$ cat config.mk
export PLATFORM = sky130hd
export DESIGN_NAME = mesh_src_port_bank
export DESIGN_NICKNAME = d
export VERILOG_FILES = /design/src/rtl/mesh_pkg.sv /design/src/rtl/mesh_src_fifo.sv /design/src/rtl/mesh_src_port_bank.sv
export SDC_FILE = /design/constraint.sdc
export NUM_CORES = 2
export LEC_CHECK = 0
export BUFFER_PORTS_ARGS = -buffer_cell sky130_fd_sc_hd__buf_2
export CAP_MARGIN = 20
export CORE_AREA = 2 2 645 647
export DETAILED_ROUTE_END_ITERATION = 16
export DIE_AREA = 0 0 647 649
export PLACE_DENSITY_LB_ADDON = 0.2
export SKIP_CTS_REPAIR_TIMING = 1
export SLEW_MARGIN = 20
export SYNTH_ARGS = -nofsm -noshare
export SYNTH_HDL_FRONTEND = slang
export SYNTH_SLANG_ARGS = --single-unit
export TNS_END_PERCENT = 50
$ cat constraint.sdc
create_clock -name clk -period 6.2 [get_ports clk]
set_clock_uncertainty 0.15 [all_clocks]
set_input_delay 0.93 -clock clk [delete_from_list [all_inputs] [get_ports clk]]
set_output_delay 0.93 -clock clk [all_outputs]
set_load 0.005 [all_outputs]
$ cat src/rtl/mesh_pkg.sv
// mesh_pkg: header field offsets, broadcast default and destination check for the mesh source bank
package mesh_pkg;
    localparam logic [7:0] BDCST_DEF = 8'hFF;
    function automatic int NXTJP_MSB(int sz);
        return sz - 1;
    endfunction
    function automatic int ROW_MSB(int sz);
        return sz - 9;
    endfunction
    function automatic int COL_MSB(int sz);
        return sz - 13;
    endfunction
    function automatic int MODE_BIT(int sz);
        return sz - 17;
    endfunction
    function automatic logic dest_valid(logic [3:0] row, logic [3:0] col, logic [7:0] nxtjp,
                                        int rows, int colums, logic [7:0] bdcst = BDCST_DEF);
        int r;
        int c;
        r = int'(row);
        c = int'(col);
        return nxtjp == bdcst
            || ((r == 0 || r == rows + 1) && c >= 1 && c <= colums)
            || ((c == 0 || c == colums + 1) && r >= 1 && r <= rows);
    endfunction
endpackage

$ cat src/rtl/mesh_src_fifo.sv
// mesh_src_fifo: one terminal channel FIFO with drop pulses, underflow flag; MESH_SRC_STATS_EN adds drop counters
module mesh_src_fifo #(
    parameter int PCKG_SZ    = 40,
    parameter int FIFO_DEPTH = 4
) (
    input  logic               clk,
    input  logic               reset,
    input  logic               push,
    input  logic               hdr_ok,
    input  logic               popin,
    input  logic               flush,
    input  logic [PCKG_SZ-1:0] din,
    output logic               full,
    output logic               pndng,
    output logic               hdr_err,
    output logic               ovf,
    output logic               unf_sticky,
    output logic [PCKG_SZ-1:0] dout,
    output logic [7:0]         drop_hdr_cnt,
    output logic [7:0]         drop_ovf_cnt
);
    localparam int AW = $clog2(FIFO_DEPTH);
    localparam int CW = AW + 1;
    logic [PCKG_SZ-1:0] mem [FIFO_DEPTH];
    logic [AW-1:0] wr_ptr, rd_ptr;
    logic [CW-1:0] count;
    logic empty, do_push, do_pop, hdr_drop, ovf_drop;
    always_comb begin
        empty    = count == '0;
        full     = count == CW'(FIFO_DEPTH);
        do_pop   = popin && !empty && !flush;
        do_push  = push && hdr_ok && (!full || popin) && !flush;
        hdr_drop = push && !hdr_ok && !flush;
        ovf_drop = push && hdr_ok && full && !popin && !flush;
    end
    assign pndng = !empty;
    assign dout  = empty ? '0 : mem[rd_ptr];
    always_ff @(posedge clk or posedge reset) begin
        if (reset) begin
            wr_ptr     <= '0;
            rd_ptr     <= '0;
            count      <= '0;
            unf_sticky <= 1'b0;
            hdr_err    <= 1'b0;
            ovf        <= 1'b0;
        end else begin
            hdr_err <= hdr_drop;
            ovf     <= ovf_drop;
            if (flush) begin
                wr_ptr     <= '0;
                rd_ptr     <= '0;
                count      <= '0;
                unf_sticky <= 1'b0;
            end else begin
                wr_ptr     <= wr_ptr + AW'(do_push);
                rd_ptr     <= rd_ptr + AW'(do_pop);
                count      <= count + CW'(do_push) - CW'(do_pop);
                unf_sticky <= unf_sticky || (popin && empty);
            end
        end
    end
    // storage carries no reset; dout is masked while the channel is empty
    always_ff @(posedge clk) begin
        if (do_push) mem[wr_ptr] <= din;
    end
`ifdef MESH_SRC_STATS_EN
    always_ff @(posedge clk or posedge reset) begin
        if (reset) begin
            drop_hdr_cnt <= '0;
            drop_ovf_cnt <= '0;
        end else begin
            if (hdr_drop && drop_hdr_cnt != 8'hFF) drop_hdr_cnt <= drop_hdr_cnt + 8'd1;
            if (ovf_drop && drop_ovf_cnt != 8'hFF) drop_ovf_cnt <= drop_ovf_cnt + 8'd1;
        end
    end
`else
    assign drop_hdr_cnt = '0;
    assign drop_ovf_cnt = '0;
`endif
endmodule

$ cat src/rtl/mesh_src_port_bank.sv
// mesh_src_port_bank: per-terminal ingress FIFO bank with header validation; MESH_SRC_STATS_EN enables drop counters
module mesh_src_port_bank
    import mesh_pkg::*;
#(
    parameter int         ROWS       = 4,
    parameter int         COLUMS     = 4,
    parameter int         PCKG_SZ    = 40,
    parameter int         FIFO_DEPTH = 4,
    parameter int         NTERM      = 2*ROWS + 2*COLUMS,
    parameter logic [7:0] BDCST      = BDCST_DEF
) (
    input  logic                       clk,
    input  logic                       reset,
    input  logic [NTERM-1:0]           push,
    input  logic [NTERM*PCKG_SZ-1:0]   push_data,
    input  logic [NTERM-1:0]           flush,
    output logic [NTERM-1:0]           full,
    output logic [NTERM-1:0]           pndng_i_in,
    output logic [NTERM*PCKG_SZ-1:0]   data_out_i_in,
    input  logic [NTERM-1:0]           popin,
    output logic [NTERM-1:0]           hdr_err,
    output logic [NTERM-1:0]           ovf,
    output logic [NTERM-1:0]           unf_sticky,
    output logic [NTERM*8-1:0]         drop_hdr_cnt,
    output logic [NTERM*8-1:0]         drop_ovf_cnt
);
    localparam int NM = NXTJP_MSB(PCKG_SZ);
    localparam int RM = ROW_MSB(PCKG_SZ);
    localparam int CM = COL_MSB(PCKG_SZ);
    genvar i;
    generate
        for (i = 0; i < NTERM; i++) begin : g_ch
            logic hdr_ok;
            assign hdr_ok = dest_valid(push_data[i*PCKG_SZ+RM -: 4], push_data[i*PCKG_SZ+CM -: 4],
                                       push_data[i*PCKG_SZ+NM -: 8], ROWS, COLUMS, BDCST);
            mesh_src_fifo #(.PCKG_SZ(PCKG_SZ), .FIFO_DEPTH(FIFO_DEPTH)) u_fifo (
                .clk          (clk),
                .reset        (reset),
                .push         (push[i]),
                .hdr_ok       (hdr_ok),
                .popin        (popin[i]),
                .flush        (flush[i]),
                .din          (push_data[i*PCKG_SZ +: PCKG_SZ]),
                .full         (full[i]),
                .pndng        (pndng_i_in[i]),
                .hdr_err      (hdr_err[i]),
                .ovf          (ovf[i]),
                .unf_sticky   (unf_sticky[i]),
                .dout         (data_out_i_in[i*PCKG_SZ +: PCKG_SZ]),
                .drop_hdr_cnt (drop_hdr_cnt[i*8 +: 8]),
                .drop_ovf_cnt (drop_ovf_cnt[i*8 +: 8])
            );
        end
    endgenerate
endmodule

# Word level (Yosys, flattened, before mapping)
# Memories as Yosys holds them, arrays and structs flattened.
# Index checks and enable logic that the tools add are counted.
dict set report op_classes {
  add_sub_neg 64
  order_cmp 64
  eq_ne 64
  mux 112
  reduce_logical 464
}
# cell count
set op_table {}
lappend op_table {{$mux W40} 16}
lappend op_table {{$logic_and A1 B1 Y1} 240}
lappend op_table {{$eq A4 B4 Y1 const B} 32}
lappend op_table {{$eq A8 B8 Y1 const B} 16}
lappend op_table {{$ge A4 B1 Y1 const B} 32}
lappend op_table {{$le A4 B3 Y1 const B} 32}
lappend op_table {{$logic_not A4 Y1} 32}
lappend op_table {{$logic_or A1 B1 Y1} 96}
lappend op_table {{$logic_not A1 Y1} 80}
lappend op_table {{$add A2 B1 Y2} 32}
lappend op_table {{$mux W2} 32}
lappend op_table {{$add A3 B1 Y3} 16}
lappend op_table {{$eq A3 B3 Y1 const B} 16}
lappend op_table {{$logic_not A3 Y1} 16}
lappend op_table {{$mux W1} 48}
lappend op_table {{$mux W3} 16}
lappend op_table {{$sub A3 B1 Y3} 16}
dict set report word_totals {
  reg_bits 160
  ramBits 2560
  out_inout_bits 976
  n_memories 16
}
# name depth width rd rd_clocked_by_memory_dff wr line_no
set memory_table {}
lappend memory_table {{g_ch[0].u_fifo.mem} 4 40 1 0 1 mesh_src_fifo.sv:24} ;# logic [PCKG_SZ-1:0] mem [FIFO_DEPTH];
lappend memory_table {{g_ch[10].u_fifo.mem} 4 40 1 0 1 mesh_src_fifo.sv:24}
lappend memory_table {{g_ch[11].u_fifo.mem} 4 40 1 0 1 mesh_src_fifo.sv:24}
lappend memory_table {{g_ch[12].u_fifo.mem} 4 40 1 0 1 mesh_src_fifo.sv:24}
lappend memory_table {{g_ch[13].u_fifo.mem} 4 40 1 0 1 mesh_src_fifo.sv:24}
lappend memory_table {{g_ch[14].u_fifo.mem} 4 40 1 0 1 mesh_src_fifo.sv:24}
lappend memory_table {{10 more memories} - - - - - -}

# Logic depth before layout (Yosys ltp)
dict set report depth {
  depth_word 12
  depth_mapped 11
}

# By module
# Synthesis repeated with hierarchy kept, for this count alone.
dict set report unflattened {
  cells_unflattened 5352
  area_unflattened_um2 108943.2
}
# module n_inst cells_each area_each_um2 seq_area_each_um2
set by_module_without_submodules {}
lappend by_module_without_submodules {{mesh_src_fifo (g_ch[12].u_fifo ...)} 13 322 6727.7 5054.8}
lappend by_module_without_submodules {{mesh_src_fifo (g_ch[10].u_fifo)} 1 317 6740.2 5054.8}
lappend by_module_without_submodules {{mesh_src_fifo (g_ch[0].u_fifo)} 1 320 6697.7 5054.8}
lappend by_module_without_submodules {{mesh_src_fifo (g_ch[11].u_fifo)} 1 321 6682.7 5054.8}
lappend by_module_without_submodules {mesh_src_port_bank 1 208 1362.6 0.0}

# Least setup slack after synthesis
# Ideal clock, no wire load.
dict set report synth_timing {
  path_type {input-to-reg}
  from {input push_data[544]}
  to {memory g_ch[13].u_fifo.mem[1][0], enable pin}
  setup_ns 0.551
  arrival_time_ns 5.666
  required_ns 5.499
  slack_ns -0.167
  cell_stages 4
  path_buffers 0
  path_cell_list {o21a_1 o22ai_1 a31oi_1 nor4b_1}
}
dict set report synth_via {
  elab_chain_cells 10
  word_cells_on_any_way 16
  cone_classes {2 x order compare; 1 x eq/ne; 2 x mux; 11 x reduce/logical}
}
# item line_no
set synth_rtl {}
lappend synth_rtl {{from (decl)} mesh_src_port_bank.sv:15} ;# input logic [NTERM*PCKG_SZ-1:0] push_data,
lappend synth_rtl {{$ge A4 B1 Y1, or another cell as far along} mesh_pkg.sv:23} ;# || ((r == 0 || r == rows + 1) && c >= 1 && c <= colums)
lappend synth_rtl {{$logic_and A1 B1 Y1 or $logic_or A1 B1 Y1 (tied branches)} {mesh_pkg.sv:23, mesh_pkg.sv:24}}
lappend synth_rtl {{$logic_and A1 B1 Y1, on equally long branches} {mesh_pkg.sv:23, mesh_pkg.sv:24}}
lappend synth_rtl {{$logic_or A1 B1 Y1 or $logic_and A1 B1 Y1 (tied branches)} {mesh_pkg.sv:23, mesh_pkg.sv:24}}
lappend synth_rtl {{$logic_or A1 B1 Y1 (*)} mesh_pkg.sv:24} ;# || ((c == 0 || c == colums + 1) && r >= 1 && r <= rows);
lappend synth_rtl {{$logic_and A1 B1 Y1 (*) (3 in a row)} mesh_src_fifo.sv:32} ;# do_push = push && hdr_ok && (!full || popin) && !flush;
lappend synth_rtl {{$mux W1 (*)} mesh_src_fifo.sv:64} ;# if (do_push) mem[wr_ptr] <= din;
lappend synth_rtl {{$mux W1 (implied by the code) (*)} mesh_src_fifo.sv:64}
lappend synth_rtl {{to (decl)} mesh_src_fifo.sv:24}
# Mark *: on every way between the ends. The rest lies on a longest branch, timed or not.

# Worst setup path after layout
dict set report layout_timing {
  from {register g_ch[15].u_fifo.rd_ptr[0]}
  to {output data_out_i_in[635]}
}
dict set report layout_via {
  elab_chain_cells 2
}
# item line_no
set layout_rtl {}
lappend layout_rtl {{from (decl)} mesh_src_fifo.sv:25} ;# logic [AW-1:0] wr_ptr, rd_ptr;
lappend layout_rtl {{from (signal assigned)} mesh_src_fifo.sv:56} ;# rd_ptr <= rd_ptr + AW'(do_pop);
lappend layout_rtl {{$mem_v2 Z4 W40} -}
lappend layout_rtl {{$mux W40} mesh_src_fifo.sv:37} ;# assign dout = empty ? '0 : mem[rd_ptr];
lappend layout_rtl {{to (decl)} mesh_src_port_bank.sv:19} ;# output logic [NTERM*PCKG_SZ-1:0] data_out_i_in,
# No other way between the ends.

==> flow_metrics.py <==
metrics = {
    "synth": {
        "yosysTopAreaCell": "edfxtp_1",
        "ys_seq_area_share_pct": 74.33,
        "synth_compound_area_share_pct": 0.5082,
        "synthSimpleGateAreaFrac_pct": 6.414,
        "avgSynthCellArea_um2": 20.24,
        "synth_mux_area_share_pct": 13.25,
        "synth_xor_area_share_pct": 0.7808,
        "synthTopCellsByArea": "edfxtp_1 71%, mux4_2 13%, dfrtp_1 3.7%",
        "yosysTopAreaCellShare_pct": 70.65,
        "yosys.area_share.adder_pct": 1.030,
        "synth_warnings": 0,
        "netlist_instances": 5376,
        "synth_top_family_by_area": "multiplexers",
        "netlist_area_um2": 108800,
        "ys_types": 44,
        "ys_seq_elements": 2720,
    },
    "detailed_routing": {
        "drt_wl_total_mm": 343.9,
        "routedWlPerCell_um": 26.86,
        "avgViaCountPerCell": 4.430,
        "vias": 56720,
        "postRouteAntennaNets": 0,
        "drt-pass1-iter-count": 7,
        "detail_route.iter0.violations": 3960,
        "remaining_drc_errors": 0,
    },
    "critical_path": {
        "r2r_setup_slack_ns": 3.17,
        "required_ns": 5.12,
        "worstPathMaxFanout": 22,
        "crit_arrival_ns": 3.32,
        "critical_path_class": "register to primary output",
        "end_kind": "primary output",
        "startpoint_type": "register",
    },
    "floorplanning": {
        "core-area_um2": 412500,
        "start_util_pct": 26.38,
        "dieArea_um2": 419900,
        "ios": 1666,
        "die_h_um": 649,
        "die_x_um": 647,
        "num_rows": 236,
    },
    "placed_design": {
        "dp_cells": 12070,
        "port_buffers": 1409,
        "hpwlAfterDp_mm": 243.0,
        "gp_congestion": 0.7914,
        "place_ws_ns": 2.024,
    },
    "clocking": {
        "cts.sinks": 2720,
        "clk_pin_slew_ns": 0.06,
        "cts_buffers": 315,
        "htree_num_levels": 5,
        "cts_tree": "done",
        "clock-root-buffer": "clkbuf_16",
        "cts_buffer_depth": 4,
        "insertion_delay_ns": 0.92,
    },
    "global_route": {
        "grt.overflow.total": 0,
        "grt_pass1_wl_mm": 472.3,
        "antenna_found_initial": 267,
        "first_global_vias": 58190,
        "grt_usage_pct": 15.92,
        "grt_max_degree": 72,
    },
    "pwr": {
        "finalPower_mw": 48.64,
        "p_leak_nw": 45.90,
        "vdd_drop_max_mv": 0.2342,
        "powerDensity_nw_per_um2": 367.3,
    },
    "outcome": {
        "status": "completed",
    },
    "layout": {
        "final_cell_mix": "2560 x edfxtp_1, 1409 x buf_2, 640 x mux4_2, 505 x nor2b_1, 317 x clkbuf_16",
        "stdcell_count": 12810,
        "final_common_cell": "edfxtp_1",
        "drive_above_1_share_pct": 38.00,
        "fin_nets": 7736,
        "syn2layout_area_growth_pct": 21.70,
        "num-fill-cells": 39950,
    },
    "timing": {
        "setup_violations": 0,
        "final_max_slew_viol_count": 0,
        "fmax_mhz": 227.1,
        "max_slew_margin_pct": 29.77,
        "worst_slack_ns": 1.796,
        "grt_setup_unrepaired": "no",
        "period_needed_ns": 4.404,
        "hold_viol_final": 0,
        "tns_ns": 0,
        "holdWs_ns": 0.05997,
        "period_share_pct": 71.03,
        "tightest_slew_ns": 1.049,
    },
    "job": {
        "max-cap-violations": 0,
    },
    "worst_hold_path": {
        "min_path_type": "input pin to register",
    },
}
## through the flow
stage	cell area, um^2	utilization, %
final	132400	32.10
after global routing	132400	32.09
after CTS	131700	31.91
after detailed placement	121500	29.45
after global placement	121500	29.45
after floorplan	109800	-
## flip-flops by register name, summed over array words and instances (netlist names)
register                flops
g_ch.u_fifo.wr_ptr         32
g_ch.u_fifo.hdr_err        16
g_ch.u_fifo.mem          2560
g_ch.u_fifo.count          48
g_ch.u_fifo.ovf            16
g_ch.u_fifo.rd_ptr         32
g_ch.u_fifo.unf_sticky     16
## where the power goes
group / switching (mW) / internal (mW) / leakage [nW]
logic: 5.76 / 3.74 / 15.8
clock network: 7.68 / 10.7 / 4.95
registers: 0.473 / 20.3 / 25.2
total: 13.9 / 34.7 / 45.9
## critical path, cell delays in order, from the launching register on
cell,delay [ns]
dfrtp_2,0.90
buf_4,0.53
mux4_2,0.61
nor2b_1,0.15
buf_2,0.17
## cell families after synthesis
logic type	count (synthesis)
AND/OR/NAND/NOR	1112
flip-flops	2720
multiplexers	640
other	1
AO/OA/AOI/OAI	85
XOR/XNOR	97
adder cells (fa/ha/maj)	80
buffers and inverters	641
## area by class of cell
| type | instances | area (um^2) | share of cell area [%] |
|---|---|---|---|
| antenna | 103 | 257.7 | 0.1946 |
| clock buffer | 410 | 8402 | 6.344 |
| clock inverter | 169 | 1773 | 1.339 |
| inverter | 65 | 251.5 | 0.1899 |
| multi-input combinational | 2270 | 25370 | 19.15 |
| sequential | 2720 | 80920 | 61.11 |
| tap | 5474 | 6849 | 5.172 |
| timing repair buffer | 1594 | 8607 | 6.499 |
## synthesized netlist by cell type, drive strengths merged
cell / number
edfxtp: 2560
mux4: 640
nor2b: 505
buf: 470
and2b: 199
dfrtp: 160
nor2: 111
clkbuf: 106
inv: 65
ha: 64
nor3: 59
xnor2: 57
nor3b: 46
nand4: 41
xor2: 40
nor4: 27
nand2b: 24
o22ai: 22
nand2: 19
and2: 18
a21oi: 16
fa: 16
nor4b: 16
a31oi: 15
a211oi: 12
and3b: 11
o21a: 11
o21ai: 9
or3: 8
and3: 7
or2: 6
or4: 6
nor4bb: 3
nand3: 2
nand4b: 2
or3b: 2
conb: 1
## per-layer routing
layer  global-route usage, %  vias up  routed length (um)
met5                       0        -                 582
met4                   6.768       90               15740
met3                   4.160      843               22880
met2                   29.22     2165              183100
met1                   17.14    29640              121600
li1                        -    23980                   -
## worst paths after layout
| kind | startpoint | end | cells past startpoint |
|---|---|---|---|
| min | push_data[160] | g_ch[4].u_fifo.mem[1][0] | 1 |
| min in group asynchronous | reset | g_ch[9].u_fifo.unf_sticky | 3 |
| max reg2reg | g_ch[9].u_fifo.count[1] | g_ch[9].u_fifo.count[2] | 11 |
| max in group asynchronous | reset | g_ch[2].u_fifo.rd_ptr[0] | 4 |
| max | g_ch[15].u_fifo.rd_ptr[0] | data_out_i_in[635] | 4 |
| min reg2reg | g_ch[9].u_fifo.unf_sticky | g_ch[9].u_fifo.unf_sticky | 2 |
No activity file was read; power rests on OpenSTA's default activity.
